## config.mk

```make
export PLATFORM = sky130hd
export DESIGN_NAME = mem_access_unit_flat
export DESIGN_NICKNAME = d
export VERILOG_FILES = /design/src/rtl/mem_access_unit_if.sv /design/src/rtl/mem_access_unit.sv /design/src/flat_wrapper.sv
export SDC_FILE = /design/constraint.sdc
export NUM_CORES = 1
export LEC_CHECK = 0
export ABC_AREA = 1
export BUFFER_PORTS_ARGS = -buffer_cell sky130_fd_sc_hd__buf_2
export CAP_MARGIN = 20
export CORE_UTILIZATION = 25
export CTS_CLUSTER_DIAMETER = 120
export DETAILED_ROUTE_END_ITERATION = 16
export PLACE_DENSITY_LB_ADDON = 0.12
export SYNTH_ARGS = -nofsm -noshare
export SYNTH_HDL_FRONTEND = slang
export SYNTH_SLANG_ARGS = --single-unit
```

## constraint.sdc

```tcl
create_clock -name clk -period 8.16 [get_ports clk]
set_input_delay 1.632 -clock clk [delete_from_list [all_inputs] [get_ports clk]]
set_output_delay 1.632 -clock clk [all_outputs]
set_load 0.01 [all_outputs]
```

## src/rtl/mem_access_unit_if.sv

```systemverilog
// Signal bundle between the MEM-stage access unit, the EX/MEM register, the
// MEM/WB register and the data bus.
interface mem_access_unit_if #(
  parameter int AW = 32,
  parameter int DW = 32
);
  // EX/MEM side
  logic          M_valid_i;
  logic          M_mem_rd_i;
  logic          M_mem_wr_i;
  logic [1:0]    M_size_i;
  logic          M_sign_ext_i;
  logic [AW-1:0] M_addr_i;
  logic [DW-1:0] M_wdata_i;
  // MEM/WB side
  logic [DW-1:0] mem_data_o;
  logic          stall_o;
  logic          misalign_o;
  // Data bus: dbus_req_o rises from a register and stays high, with
  // we/addr/be/wdata frozen, until the bus returns dbus_ack_i for one cycle;
  // dbus_rdata_i is only meaningful in that ack cycle.
  logic          dbus_req_o;
  logic          dbus_we_o;
  logic [AW-1:0] dbus_addr_o;
  logic [3:0]    dbus_be_o;
  logic [DW-1:0] dbus_wdata_o;
  logic [DW-1:0] dbus_rdata_i;
  logic          dbus_ack_i;
  // FSM state for checkers
  logic [1:0]    dbg_state;

  modport master (
    input  M_valid_i, M_mem_rd_i, M_mem_wr_i, M_size_i, M_sign_ext_i,
           M_addr_i, M_wdata_i, dbus_rdata_i, dbus_ack_i,
    output mem_data_o, stall_o, misalign_o, dbus_req_o, dbus_we_o,
           dbus_addr_o, dbus_be_o, dbus_wdata_o, dbg_state
  );

  modport slave (
    output M_valid_i, M_mem_rd_i, M_mem_wr_i, M_size_i, M_sign_ext_i,
           M_addr_i, M_wdata_i, dbus_rdata_i, dbus_ack_i,
    input  mem_data_o, stall_o, misalign_o, dbus_req_o, dbus_we_o,
           dbus_addr_o, dbus_be_o, dbus_wdata_o, dbg_state
  );
endinterface

```

## src/rtl/mem_access_unit.sv

```systemverilog
// MEM-stage load/store engine: turns an EX/MEM access into one req/ack bus
// transaction, formats load data and stalls the pipeline until it completes.
module mem_access_unit #(
  parameter int AW = 32,
  parameter int DW = 32
) (
  input logic               clk,
  input logic               rst,
  mem_access_unit_if.master bus
);

  typedef enum logic [1:0] {IDLE = 2'd0, BUSY = 2'd1, DONE = 2'd2} state_t;

  state_t        state;
  logic          req_q, we_q;
  logic [AW-1:0] addr_q;
  logic [3:0]    be_q;
  logic [DW-1:0] wdata_q, mem_data_q;
  logic [1:0]    size_q, off_q;
  logic          sign_q;

  logic          mem_op, misalign, access;
  logic [1:0]    off;
  logic [3:0]    be_next;
  logic [DW-1:0] wdata_next, load_data;
  logic [7:0]    byte_v;
  logic [15:0]   half_v;

  assign off    = bus.M_addr_i[1:0];
  assign mem_op = bus.M_valid_i & (bus.M_mem_rd_i | bus.M_mem_wr_i);
  assign access = mem_op & ~misalign;

  always_comb begin
    misalign   = 1'b0;
    be_next    = 4'b1111;
    wdata_next = bus.M_wdata_i;
    case (bus.M_size_i)
      2'b00: begin
        be_next    = 4'b0001 << off;
        wdata_next = {4{bus.M_wdata_i[7:0]}};
      end
      2'b01: begin
        misalign   = off[0];
        be_next    = off[1] ? 4'b1100 : 4'b0011;
        wdata_next = {2{bus.M_wdata_i[15:0]}};
      end
      default: misalign = |off;
    endcase
  end

  // Load formatting works from the latched size/offset, not the live EX/MEM inputs.
  always_comb begin
    byte_v    = bus.dbus_rdata_i[{off_q, 3'b000} +: 8];
    half_v    = bus.dbus_rdata_i[{off_q[1], 4'b0000} +: 16];
    load_data = bus.dbus_rdata_i;
    case (size_q)
      2'b00:   load_data = {{24{sign_q & byte_v[7]}}, byte_v};
      2'b01:   load_data = {{16{sign_q & half_v[15]}}, half_v};
      default: load_data = bus.dbus_rdata_i;
    endcase
  end

  always_ff @(posedge clk or posedge rst) begin
    if (rst) begin
      state      <= IDLE;
      req_q      <= 1'b0;
      we_q       <= 1'b0;
      addr_q     <= '0;
      be_q       <= '0;
      wdata_q    <= '0;
      mem_data_q <= '0;
      size_q     <= '0;
      off_q      <= '0;
      sign_q     <= 1'b0;
    end else begin
      case (state)
        IDLE: begin
          mem_data_q <= '0;
          if (access) begin
            req_q   <= 1'b1;
            we_q    <= bus.M_mem_wr_i;
            addr_q  <= {bus.M_addr_i[AW-1:2], 2'b00};
            be_q    <= be_next;
            wdata_q <= wdata_next;
            size_q  <= bus.M_size_i;
            off_q   <= off;
            sign_q  <= bus.M_sign_ext_i;
            state   <= BUSY;
          end
        end
        BUSY: begin
          if (bus.dbus_ack_i) begin
            req_q      <= 1'b0;
            we_q       <= 1'b0;
            addr_q     <= '0;
            be_q       <= '0;
            wdata_q    <= '0;
            mem_data_q <= we_q ? '0 : load_data;
            state      <= DONE;
          end
        end
        DONE: begin
          // One non-stalled cycle with data held, then back to idle output of zero.
          mem_data_q <= '0;
          state      <= IDLE;
        end
        default: state <= IDLE;
      endcase
    end
  end

  assign bus.stall_o      = (state == BUSY) | ((state == IDLE) & access);
  assign bus.misalign_o   = mem_op & misalign;
  assign bus.mem_data_o   = mem_data_q;
  assign bus.dbus_req_o   = req_q;
  assign bus.dbus_we_o    = we_q;
  assign bus.dbus_addr_o  = addr_q;
  assign bus.dbus_be_o    = be_q;
  assign bus.dbus_wdata_o = wdata_q;
  assign bus.dbg_state    = state;

endmodule
```

## src/flat_wrapper.sv

```systemverilog
// flat-port wrapper written by rule: the top's interface ports become plain ports
module mem_access_unit_flat 
#(
  parameter int AW = 32,
  parameter int DW = 32
)
  (clk, rst, bus_M_valid_i, bus_M_mem_rd_i, bus_M_mem_wr_i, bus_M_size_i, bus_M_sign_ext_i, bus_M_addr_i, bus_M_wdata_i, bus_dbus_rdata_i, bus_dbus_ack_i, bus_mem_data_o, bus_stall_o, bus_misalign_o, bus_dbus_req_o, bus_dbus_we_o, bus_dbus_addr_o, bus_dbus_be_o, bus_dbus_wdata_o, bus_dbg_state);
  mem_access_unit_if #(.AW(AW), .DW(DW)) bus_i ();
  input logic clk;
  input logic rst;
  input wire logic [$bits(bus_i.M_valid_i)-1:0] bus_M_valid_i;
  input wire logic [$bits(bus_i.M_mem_rd_i)-1:0] bus_M_mem_rd_i;
  input wire logic [$bits(bus_i.M_mem_wr_i)-1:0] bus_M_mem_wr_i;
  input wire logic [$bits(bus_i.M_size_i)-1:0] bus_M_size_i;
  input wire logic [$bits(bus_i.M_sign_ext_i)-1:0] bus_M_sign_ext_i;
  input wire logic [$bits(bus_i.M_addr_i)-1:0] bus_M_addr_i;
  input wire logic [$bits(bus_i.M_wdata_i)-1:0] bus_M_wdata_i;
  input wire logic [$bits(bus_i.dbus_rdata_i)-1:0] bus_dbus_rdata_i;
  input wire logic [$bits(bus_i.dbus_ack_i)-1:0] bus_dbus_ack_i;
  output wire logic [$bits(bus_i.mem_data_o)-1:0] bus_mem_data_o;
  output wire logic [$bits(bus_i.stall_o)-1:0] bus_stall_o;
  output wire logic [$bits(bus_i.misalign_o)-1:0] bus_misalign_o;
  output wire logic [$bits(bus_i.dbus_req_o)-1:0] bus_dbus_req_o;
  output wire logic [$bits(bus_i.dbus_we_o)-1:0] bus_dbus_we_o;
  output wire logic [$bits(bus_i.dbus_addr_o)-1:0] bus_dbus_addr_o;
  output wire logic [$bits(bus_i.dbus_be_o)-1:0] bus_dbus_be_o;
  output wire logic [$bits(bus_i.dbus_wdata_o)-1:0] bus_dbus_wdata_o;
  output wire logic [$bits(bus_i.dbg_state)-1:0] bus_dbg_state;
  assign bus_i.M_valid_i = bus_M_valid_i;
  assign bus_i.M_mem_rd_i = bus_M_mem_rd_i;
  assign bus_i.M_mem_wr_i = bus_M_mem_wr_i;
  assign bus_i.M_size_i = bus_M_size_i;
  assign bus_i.M_sign_ext_i = bus_M_sign_ext_i;
  assign bus_i.M_addr_i = bus_M_addr_i;
  assign bus_i.M_wdata_i = bus_M_wdata_i;
  assign bus_i.dbus_rdata_i = bus_dbus_rdata_i;
  assign bus_i.dbus_ack_i = bus_dbus_ack_i;
  assign bus_mem_data_o = bus_i.mem_data_o;
  assign bus_stall_o = bus_i.stall_o;
  assign bus_misalign_o = bus_i.misalign_o;
  assign bus_dbus_req_o = bus_i.dbus_req_o;
  assign bus_dbus_we_o = bus_i.dbus_we_o;
  assign bus_dbus_addr_o = bus_i.dbus_addr_o;
  assign bus_dbus_be_o = bus_i.dbus_be_o;
  assign bus_dbus_wdata_o = bus_i.dbus_wdata_o;
  assign bus_dbg_state = bus_i.dbg_state;
  mem_access_unit #(.AW(AW), .DW(DW)) u_core (.clk(clk), .rst(rst), .bus(bus_i));
endmodule
```

* Word level (Yosys, flattened, before mapping) *
Index checks and enable logic that the tools add are counted.
Widths: inputs -> output; s select.

storage, ports and cells
  memory bits (read-only) = 0
  output and inout port bits = 106
  input bits = 105
  latch bits = 0
  flip-flop bits (word level) = 109
  memories kept = 0
  RAM bits = 0
  logic and storage cells = 63

operators by class
  bitwise operators = 9
  shift operators = 3
  $add $sub $neg = 0
  reduce and logical (&&, ||, !) cells = 11
  order comparisons = 0
  eq/ne operators = 6
  multipliers = 0
  div/mod/pow operators = 0
  mux-type cells = 24

operators with widths
  cell                 number
  $pmux 32 s2          5
  $mux 32              5
  $shiftx 32x6->16     1
  $shiftx 32x6->8      1
  $pmux 4 s2           2
  $mux 4               3
  $and 1x1->1          6
  $eq 2x1->1 const B   3
  $logic_not 2->1      3
  $pmux 1 s2           3
  $reduce_and 2->1     3
  $mux 2               2
  $pmux 2 s2           1
  $reduce_bool 2->1    2
  $reduce_or 2->1      2
  $shl 1x2->4 const A  1
  $mux 1               3
  $reduce_and 3->1     1
  $eq 2x2->1 const B   1
  $ne 2x1->1 const B   1
  $ne 2x2->1 const B   1
  $or 1x1->1           2
  $not 1->1            1

* Longest topological paths before layout *
Gate-level depths: netlist of the first run.

  word-level depth = 6
  depth in mapped cells = 11
  gate-level depth less buffers = 9

* Worst setup path after synthesis of the first run *
OpenSTA, ideal clock, no wires.

  kind = in2out
  from = input port bus_M_size_i[0]
  to = output port bus_stall_o
  required time = 6.528 ns
  buffers on the path = 1
  stages on the path = 6
  data arrival time = 2.259 ns
  setup slack = 4.269 ns
  cell sequence = inv_1 > nand2_4 > nand2_1 > nand2_2 > buf_2 > nand2_1

on the way
  cells in the longest elaborated chain, start to end = 6
  elaborated cells on any way between the ends = 7
  those cells by class = eq/ne (1); mux (1); bitwise (4); reduce/logical (1)

RTL lines
  item                                                  RTL line                text
  from (decl)                                           flat_wrapper.sv:14      input wire logic [$bits(bus_i.M_size_i)-1:0] bus_M_size_i;
  $eq 2x1->1 / $logic_not 2->1 (equally long branches)  mem_access_unit.sv:37   case (bus.M_size_i)
  $pmux 1 s2 *                                          mem_access_unit.sv:37
  $not 1->1 *                                           mem_access_unit.sv:31   assign access = mem_op & ~misalign;
  $and 1x1->1 *                                         mem_access_unit.sv:31
  $and 1x1->1 *                                         mem_access_unit.sv:112  assign bus.stall_o = (state == BUSY) | ((state == IDLE) & access);
  $or 1x1->1 *                                          mem_access_unit.sv:112
  to (decl)                                             flat_wrapper.sv:21      output wire logic [$bits(bus_i.stall_o)-1:0] bus_stall_o;

Every way passes the cells marked *; elsewhere a longest branch is shown, timed or not.

* Worst setup path in the final report of the first run *
  from = input port bus_M_size_i[1]
  to = output port bus_stall_o

Same word-level chain as after synthesis.

==> flow_summary_export.csv, run 1 <==
group,metric,value,unit
worst_setup_path,setup.worst_path.end_class,"output port",
status,outcome,"complete, no violations",
route,drt_iter0_drc,255,
die,floorplan.io_pins,211,
power,static-leakage-power,3.84,nW
timing,maxSlewViolCount,0,
route,total_wirelength_of_the_detailed_routed_design,16200,um
worst_setup_path,cpMaxStageDelayCell,"nand2_2",
logic_synthesis,synth.area.top_cells,"dfrtp_1 54%, nand2_1 25%, o21ai_0 5.0%",
die,fp-row-count,51,
die,floorplan.die_area,20500,um2
worst_setup_path,crit_buf_inv,3,
power,power.switching,0.608,mW
logic_synthesis,synthDominantCellAreaShare,53.6,%
timing,min_period,4.64,ns
power,ir_drop,123,uV
logic_synthesis,post-synth-top-area-cell,"dfrtp_1",
grt,antenna_found_initial,0,
finish,most_common_cell_after_layout_fill_and_taps_aside,"nand2_1",
clocking,cts_post_setup_buffers_inserted,0,
grt,grt_max_degree,71,
clocking,cts.reportedPaths.clkPinSlew,0.07,ns
power,power.sequential.fraction,44.0,%
timing,postLayoutSetupSlackWorst,3.52,ns
finish,layout.cells.most_common_list,"328 x nand2_1, 208 x buf_2, 107 x dfrtp_1",
placement,detailedPlacementHpwl,11600,um
route,dr_total_vias,4769,
power,power_density,255,nW/um2
timing,tns,0,ns
clocking,post_cts_resize_count,0,
finish,stdcell_area,6480,um2
route,top_layer,"met4",
die,chipWidth,143,um
logic_synthesis,post_synthesis_sequential_area_ratio,53.6,%
worst_setup_path,cp_top_family,"simple AND/OR/NAND/NOR gates",
timing,max-slew-margin-rel,37.4,%
logic_synthesis,synth_area_per_cell,7.69,um2
timing,final_min_period_over_clock_period,56.8,%
power,comb_power_share,30.8,%
clocking,clockBufferDepth,2,
placement,place.port_buffers,208,
min_path,hold_path.class,"reg -> reg",
grt,first_global_vias,4622,
die,start_util,25.6,%
timing,finalSetupViolations,0,
timing,skew,0.00700,ns
grt,grt_first_pass_wirelength,25300,um
logic_synthesis,synth_cell_types,22,
logic_synthesis,synthesis.area,4990,um2
grt,grt-ovfl-total,0,
clocking,cts-buffers-inserted,9,
clocking,holdBufCountCts,0,
placement,place.gp.congestion,0.778,
clocking,tritoncts,"yes",
finish,final_nets,944,
clocking,cts_num_sinks,107,
worst_setup_path,worstPathMaxFanout,26,
finish,drive_above_1_share,28.2,%
timing,timing_hold_violations_final,0,
worst_setup_path,peak_per_stage_delay_on_the_critical_path,0.33,ns
route,wl_met2,7060,um
timing,max_slew.worst_pin.slew,0.939,ns
worst_setup_path,crit_arrival,3.00,ns
route,antenna_left,0,
logic_synthesis,ys_seq_elements,107,
route,avgRoutedWirePerCell,14.7,um
clocking,cts_root_buf,"clkbuf_16",
route,number_of_vias_per_cell,4.30,
worst_setup_path,critical_path_class,"in -> out",
logic_synthesis,ys.warnings.count,0,
timing,fmax,216,MHz
finish,finalCoreUtilization,33.2,%
flow_run,max_cap_viol_count,0,
finish,insertedDiodeCount,0,
clocking,worst_skew_pair.late_latency,0.35,ns
logic_synthesis,post_synth_inst_count,649,
finish,areaGrowthSynthToFinish,29.8,%
power,cellInternalPower,1.05,mW
placement,placed_inst_area,6180,um2
grt,gr-usage-all-layers,16.3,%
power,power.share.switching,36.8,%
power,clock_power_share,25.2,%
route,wl_met1,7560,um
worst_setup_path,critical_path.startpoint_type,"input pin",
die,die_h,143,um
placement,place_ws,3.50,ns
clocking,cts-htree-levels,3,
timing,rsz0062_at_grt,"false",
worst_setup_path,crit_path_cell_trace,"buf_2 -> inv_2 -> nand2_4 -> nand2_1 -> nand2_2 -> nand2_1 -> buf_2",
route,met3RoutedLength,1390,um
die,core_area,19500,um2
route,drt-pass1-iter-count,4,
route,drc,0,
worst_setup_path,worstPathRequired,6.53,ns
==> metrics by stage <==
| step | std cells | power [mW] | hold WS (ns) |
|---|---|---|---|
| floorplan | 650 | 1.04 | 0.453 |
| global placement | 1092 | 1.26 | 0.450 |
| detailed placement | 1092 | 1.25 | 0.454 |
| CTS | 1107 | 1.68 | 0.476 |
| global route | 1108 | 1.78 | 0.502 |
| finish | 1108 | 1.65 | 0.469 |
==> worst register-to-register path, delay by kind of cell, from the launching register on <==
family | cells | cell delay, ns
compound gates | 2 | 0.39
simple gates | 3 | 0.67
flops | 1 | 0.44
buf+inv | 1 | 0.75
==> cell families after synthesis <==
| logic type | synth area share [%] |
|---|---|
| AO/OA/AOI/OAI | 8.32 |
| buffers and inverters | 6.34 |
| flip-flops | 53.6 |
| other | 0.0751 |
| AND/OR/NAND/NOR | 31.6 |
==> synth_stat cells, drive strengths merged <==
cell type  number
conb            1
nor2           41
o22ai           8
nand2         333
clkbuf         12
o21ai          56
dfrtp         107
buf            21
or2             1
inv            30
a21oi          17
nand3          22
==> final cells by class <==
class	instances	area, um2
Clock buffer	12	246
Clock inverter	3	23.8
Fill cell	2192	13000
Inverter	30	118
Multi-Input combinational cell	480	2000
Sequential cell	107	2680
Tap cell	265	332
Timing Repair Buffer	211	1080
==> state kept, by name, summed over array words and instances (netlist names) <==
name	cells
u_core.bus.dbus_be_o	4
u_core.bus.dbus_addr_o	30
u_core.off_q	2
u_core.bus.dbus_we_o	1
u_core.bus.dbus_req_o	1
u_core.sign_q	1
u_core.size_q	2
u_core.bus.dbus_wdata_o	32
u_core.bus.dbg_state	2
u_core.bus.mem_data_o	32
==> power groups by stage <==
| stage | combinational, mW | sequential, mW | clock (mW) |
|---|---|---|---|
| 2_1_floorplan | 0.277 | 0.763 | 0 |
| 3_3_place_gp | 0.517 | 0.738 | 0 |
| 3_5_place_dp | 0.515 | 0.735 | 0 |
| 4_1_cts | 0.515 | 0.730 | 0.434 |
| 5_1_grt | 0.579 | 0.747 | 0.456 |
| 6_report | 0.509 | 0.728 | 0.417 |
==> layer usage <==
layer	up-vias	track usage, %
li1	2383	-
met1	2197	22.0
met2	173	24.7
met3	16	4.93
met4	0	5.26
met5	-	0
==> worst paths after layout <==
| path | startpoint | endpoint | slack [ns] | depth (start not counted) |
|---|---|---|---|---|
| max reg2reg | u_core.bus.dbg_state[0]$_DFFE_PP0P_ | u_core.bus.dbus_wdata_o[20]$_DFFE_PP0P_ | 5.84 | 6 |
| min | u_core.bus.dbus_addr_o[6]$_DFFE_PP0P_ | u_core.bus.dbus_addr_o[6]$_DFFE_PP0P_ | 0.47 | 2 |
| max in group asynchronous | rst | u_core.bus.dbus_req_o$_DFFE_PP0P_ | 5.51 | 3 |
| min reg2reg | u_core.bus.dbus_addr_o[6]$_DFFE_PP0P_ | u_core.bus.dbus_addr_o[6]$_DFFE_PP0P_ | 0.47 | 2 |
| max | bus_M_size_i[1] | bus_stall_o | 3.52 | 7 |
| min in group asynchronous | rst | u_core.bus.dbus_addr_o[23]$_DFFE_PP0P_ | 1.31 | 2 |
(Power assumes the default switching activity.)
==> run 2: changes to the inputs <==
Clock period 8.16 ns to 4.4 ns, I/O delays scaled along.
==> run 2 against run 1 <==
Hold slack hardly changed. Largest cell class unchanged. Global-route usage hardly changed. Sequential share of layout area is 0.30 points lower. Non-clock buffer count is 2 higher. Highest routed layer unchanged. Largest power group unchanged. Total power is 89% higher. Register-to-register slack worse by 3.7 ns. Critical path type unchanged.
==> flow_summary_export.csv, run 2 (synthesized netlist as in run 1, its figures left out) <==
group,metric,value,unit
timing,postLayoutSetupSlackWorst,1.32,ns
die,fp-row-count,51,
power,comb_power_share,30.3,%
timing,max-slew-margin-rel,37.3,%
clocking,holdBufCountCts,0,
timing,rsz0062_at_grt,"false",
grt,grt_first_pass_wirelength,25200,um
finish,finalCoreUtilization,33.4,%
worst_setup_path,r2r_slack,2.16,ns
grt,antenna_found_initial,1,
clocking,post_cts_resize_count,0,
power,power.share.switching,36.3,%
worst_setup_path,crit_arrival,2.20,ns
power,power_density,477,nW/um2
power,power.sequential.fraction,43.5,%
status,outcome,"complete, no violations",
grt,grt-ovfl-total,0,
clocking,cts_post_setup_buffers_inserted,0,
timing,timing_hold_violations_final,0,
timing,tns,0,ns
placement,detailedPlacementHpwl,12000,um
finish,areaGrowthSynthToFinish,30.8,%
placement,place_ws,1.33,ns
placement,place.port_buffers,208,
grt,grt_max_degree,53,
placement,placed_inst_area,6210,um2
min_path,hold_path.class,"reg -> reg",
timing,max_slew.worst_pin.slew,0.940,ns
route,drt_iter0_drc,184,
power,clock_power_share,26.2,%
timing,final_min_period_over_clock_period,70.1,%
timing,skew,0.00335,ns
die,die_h,143,um
grt,first_global_vias,4556,
die,chipWidth,143,um
timing,fmax,324,MHz
die,start_util,25.6,%
worst_setup_path,setup.worst_path.end_class,"output port",
finish,most_common_cell_after_layout_fill_and_taps_aside,"nand2_1",
worst_setup_path,critical_path_class,"in -> out",
worst_setup_path,worstPathMaxFanout,26,
route,number_of_vias_per_cell,4.24,
finish,final_nets,946,
die,floorplan.io_pins,211,
timing,maxSlewViolCount,0,
clocking,clockBufferDepth,2,
grt,gr-usage-all-layers,16.2,%
power,static-leakage-power,3.87,nW
placement,place.gp.congestion,0.809,
worst_setup_path,worstPathRequired,3.52,ns
route,dr_total_vias,4719,
finish,layout.cells.most_common_list,"328 x nand2_1, 208 x buf_2, 107 x dfrtp_1",
finish,drive_above_1_share,28.4,%
clocking,cts_root_buf,"clkbuf_16",
route,avgRoutedWirePerCell,14.8,um
route,antenna_left,0,
die,floorplan.die_area,20500,um2
clocking,cts-htree-levels,3,
timing,finalSetupViolations,0,
flow_run,max_cap_viol_count,0,
clocking,worst_skew_pair.late_latency,0.34,ns
route,drt-pass1-iter-count,4,
die,core_area,19500,um2
route,drc,0,
route,total_wirelength_of_the_detailed_routed_design,16400,um
power,ir_drop,184,uV
timing,min_period,3.08,ns
worst_setup_path,critical_path.startpoint_type,"input pin",
clocking,cts.reportedPaths.clkPinSlew,0.07,ns
clocking,cts-buffers-inserted,9,
clocking,cts_num_sinks,107,
finish,stdcell_area,6530,um2
power,power.switching,1.13,mW
power,cellInternalPower,1.99,mW
clocking,tritoncts,"yes",
run 2: stage by stage:
stage / std cells / power, mW / hold WS [ns]
2_1_floorplan: 650 / 1.93 / 0.453
3_3_place_gp: 1094 / 2.33 / 0.452
3_5_place_dp: 1094 / 2.32 / 0.456
4_1_cts: 1110 / 3.16 / 0.476
5_1_grt: 1112 / 3.34 / 0.491
6_report: 1112 / 3.12 / 0.468
run 2: area by class of cell:
| cell class | count | area, um2 |
|---|---|---|
| Fill cell | 2184 | 13000 |
| Sequential cell | 107 | 2680 |
| Multi-Input combinational cell | 480 | 2000 |
| Timing Repair Buffer | 213 | 1110 |
| Tap cell | 265 | 332 |
| Clock buffer | 12 | 236 |
| Inverter | 30 | 118 |
| Clock inverter | 4 | 51.3 |
| Antenna cell | 1 | 2.50 |
run 2: worst max-delay path: stages:
cell and delay (ns):
buf_2 0.17, inv_2 0.33, nand2_4 0.14, nand2_1 0.12, nand2_2 0.25, nand2_1 0.16, buf_2 0.15
run 2: metal layers:
layer / routed length, um / global-route usage (%) / share of wire (%) / up-vias
li1: - / - / - / 2398
met1: 7940 / 22.3 / 48 / 2149
met2: 7000 / 24.2 / 43 / 153
met3: 1190 / 4.60 / 7.2 / 19
met4: 309 / 6.05 / 1.9 / 0
met5: 0 / 0 / 0 / -
run 2: final timing paths:
check / from / to / cells past startpoint
max in group asynchronous: rst / u_core.bus.mem_data_o[3]$_DFFE_PP0P_ / 3
min in group asynchronous: rst / u_core.bus.dbus_addr_o[30]$_DFFE_PP0P_ / 2
worst max-delay path: bus_M_size_i[1] / bus_stall_o / 7
worst max register to register: u_core.size_q[1]$_DFFE_PP0P_ / u_core.bus.mem_data_o[20]$_DFFE_PP0P_ / 9
worst min register to register: u_core.bus.dbus_wdata_o[6]$_DFFE_PP0P_ / u_core.bus.dbus_wdata_o[6]$_DFFE_PP0P_ / 2
worst min-delay path: u_core.bus.dbus_wdata_o[6]$_DFFE_PP0P_ / u_core.bus.dbus_wdata_o[6]$_DFFE_PP0P_ / 2
run 2: power by group through the flow:
stage	combinational (mW)	clock, mW	sequential, mW
2_1_floorplan	0.513	0	1.41
4_1_cts	0.956	0.849	1.36
6_report	0.945	0.817	1.36
5_1_grt	1.07	0.888	1.38
3_3_place_gp	0.953	0	1.38
3_5_place_dp	0.958	0	1.37
==> run 3: changes to the inputs <==
Clock period 4.4 ns to 3.2 ns, I/O delays scaled along.
==> run 3 against run 2 <==
Count of clock-buffer cells in the layout shrank 2. Non-clock buffer count grew 3. Design area rose by 0.44%. Clock skew increased by 0.0028 ns. Hold slack got worse by 0.016 ns. Largest cell class unchanged. Final cell count increased by 0.18%. Via count grew 0.21%. Flip-flop and latch count unchanged. Critical path type unchanged. First-iteration DRC count down 3.8%.
==> flow_summary_export.csv, run 3 (synthesized netlist as in run 1, its figures left out) <==
group,metric,value,unit
grt,gr-usage-all-layers,16.3,%
route,number_of_vias_per_cell,4.25,
worst_setup_path,critical_path.startpoint_type,"input pin",
die,die_h,143,um
finish,layout.cells.most_common_list,"328 x nand2_1, 208 x buf_2, 107 x dfrtp_1",
worst_setup_path,peak_per_stage_delay_on_the_critical_path,0.35,ns
status,outcome,"complete, no violations",
timing,max-slew-margin-rel,55.1,%
clocking,post_cts_resize_count,0,
grt,first_global_vias,4633,
clocking,worst_skew_pair.late_latency,0.35,ns
finish,drive_above_1_share,28.9,%
worst_setup_path,r2r_slack,1.27,ns
clocking,holdBufCountCts,0,
timing,skew,0.00618,ns
clocking,cts-buffers-inserted,9,
route,avgRoutedWirePerCell,14.6,um
placement,place.port_buffers,208,
die,floorplan.io_pins,211,
timing,fmax,412,MHz
placement,detailedPlacementHpwl,11700,um
die,floorplan.die_area,20500,um2
worst_setup_path,setup.worst_path.end_class,"output port",
finish,most_common_cell_after_layout_fill_and_taps_aside,"nand2_1",
worst_setup_path,worst_r2r_startpoint,"u_core.off_q[1]$_DFFE_PP0P_",
clocking,cts-htree-levels,3,
grt,grt_first_pass_wirelength,25200,um
grt,grt-ovfl-total,0,
timing,min_period,2.42,ns
power,static-leakage-power,3.89,nW
timing,timing_hold_violations_final,0,
timing,final_min_period_over_clock_period,75.8,%
grt,antenna_found_initial,2,
timing,finalSetupViolations,0,
route,dr_total_vias,4729,
clocking,cts_root_buf,"clkbuf_16",
timing,max_slew.worst_pin.slew,0.674,ns
worst_setup_path,cp_top_family,"buffers and inverters",
grt,grt_max_degree,108,
worst_setup_path,worstPathRequired,2.56,ns
die,chipWidth,143,um
worst_setup_path,worstPathMaxFanout,26,
worst_setup_path,crit_path_cell_trace,"buf_2 -> inv_2 -> nand2_4 -> nand2_1 -> nand2_2 -> nand2_1 -> buf_2",
worst_setup_path,reg2reg_depth,9,
min_path,hold_path.class,"in -> async",
power,ir_drop,280,uV
die,start_util,25.6,%
route,antenna_left,0,
worst_setup_path,regToRegEndpoint,"u_core.bus.mem_data_o[22]$_DFFE_PP0P_",
clocking,clockBufferDepth,2,
route,total_wirelength_of_the_detailed_routed_design,16300,um
clocking,cts_post_setup_buffers_inserted,0,
route,drt_iter0_drc,177,
timing,rsz0062_at_grt,"false",
clocking,tritoncts,"yes",
placement,place.gp.congestion,0.770,
worst_setup_path,crit_buf_inv,3,
timing,maxSlewViolCount,0,
worst_setup_path,crit_arrival,1.78,ns
clocking,cts_num_sinks,107,
flow_run,max_cap_viol_count,0,
route,drt-pass1-iter-count,5,
power,power_density,658,nW/um2
clocking,cts.reportedPaths.clkPinSlew,0.07,ns
finish,final_nets,949,
timing,tns,0,ns
placement,place_ws,0.713,ns
die,core_area,19500,um2
worst_setup_path,critical_path_class,"in -> out",
worst_setup_path,cpMaxStageDelayCell,"inv_2",
finish,areaGrowthSynthToFinish,31.4,%
route,drc,0,
die,fp-row-count,51,
timing,postLayoutSetupSlackWorst,0.775,ns
[run 3: worst max-delay path by stage]
stage / start / to / slack, ns / cells after the start
finish: bus_M_size_i[1] / bus_stall_o / 0.78 / 7
global route: bus_M_size_i[1] / bus_stall_o / 0.61 / 7
CTS: bus_M_size_i[1] / bus_stall_o / 0.74 / 7
detailed placement: bus_M_size_i[1] / u_core.bus.dbus_addr_o[26]$_DFFE_PP0P_ / 0.71 / 9
global placement: bus_M_size_i[1] / u_core.bus.dbus_wdata_o[5]$_DFFE_PP0P_ / 0.80 / 9
floorplan: rst / u_core.bus.dbg_state[0]$_DFFE_PP0P_ / 1.27 / 1
[run 3: final cells by class]
type | count | area [um2]
multi-input cells | 480 | 2000
inverters | 30 | 119
fillers | 2181 | 13000
clock buffers | 10 | 239
clock inverters | 5 | 61.3
flip-flops and latches | 107 | 2680
repair buffers | 216 | 1130
well taps | 265 | 332
diodes | 1 | 2.50
[run 3: power by group]
part / switching [mW] / leakage, nW / internal, mW / total, mW
Sequential: 0.187 / 1.40 / 1.64 / 1.83
Clock: 0.524 / 0.149 / 0.631 / 1.15
Combinational: 0.848 / 2.34 / 0.485 / 1.33
[run 3: layer usage]
layer | share of wire, % | up-vias | track usage, %
met3 | 8.7 | 18 | 5.30
met2 | 44 | 157 | 24.8
met4 | 1.5 | 2 | 5.88
met5 | 0.049 | - | 0
met1 | 45 | 2139 | 21.5
li1 | - | 2413 | -
[run 3: worst reg2reg max path, delay by kind of cell (launching register included)]
kind | cells | cell delay [ns]
buf+inv | 1 | 0.25
flops | 1 | 0.69
simple gates | 8 | 0.88
[run 3: stage by stage]
stage	hold slack (ns)	power, mW	area [um2]	cells	util, %
after floorplan	0.453	2.65	5000	650	-
after global placement	0.452	3.21	6260	1098	32.0
after detailed placement	0.453	3.20	6260	1098	32.0
after CTS	0.466	4.39	6560	1113	33.6
after global routing	0.467	4.64	6560	1113	33.6
final	0.453	4.31	6560	1114	33.6
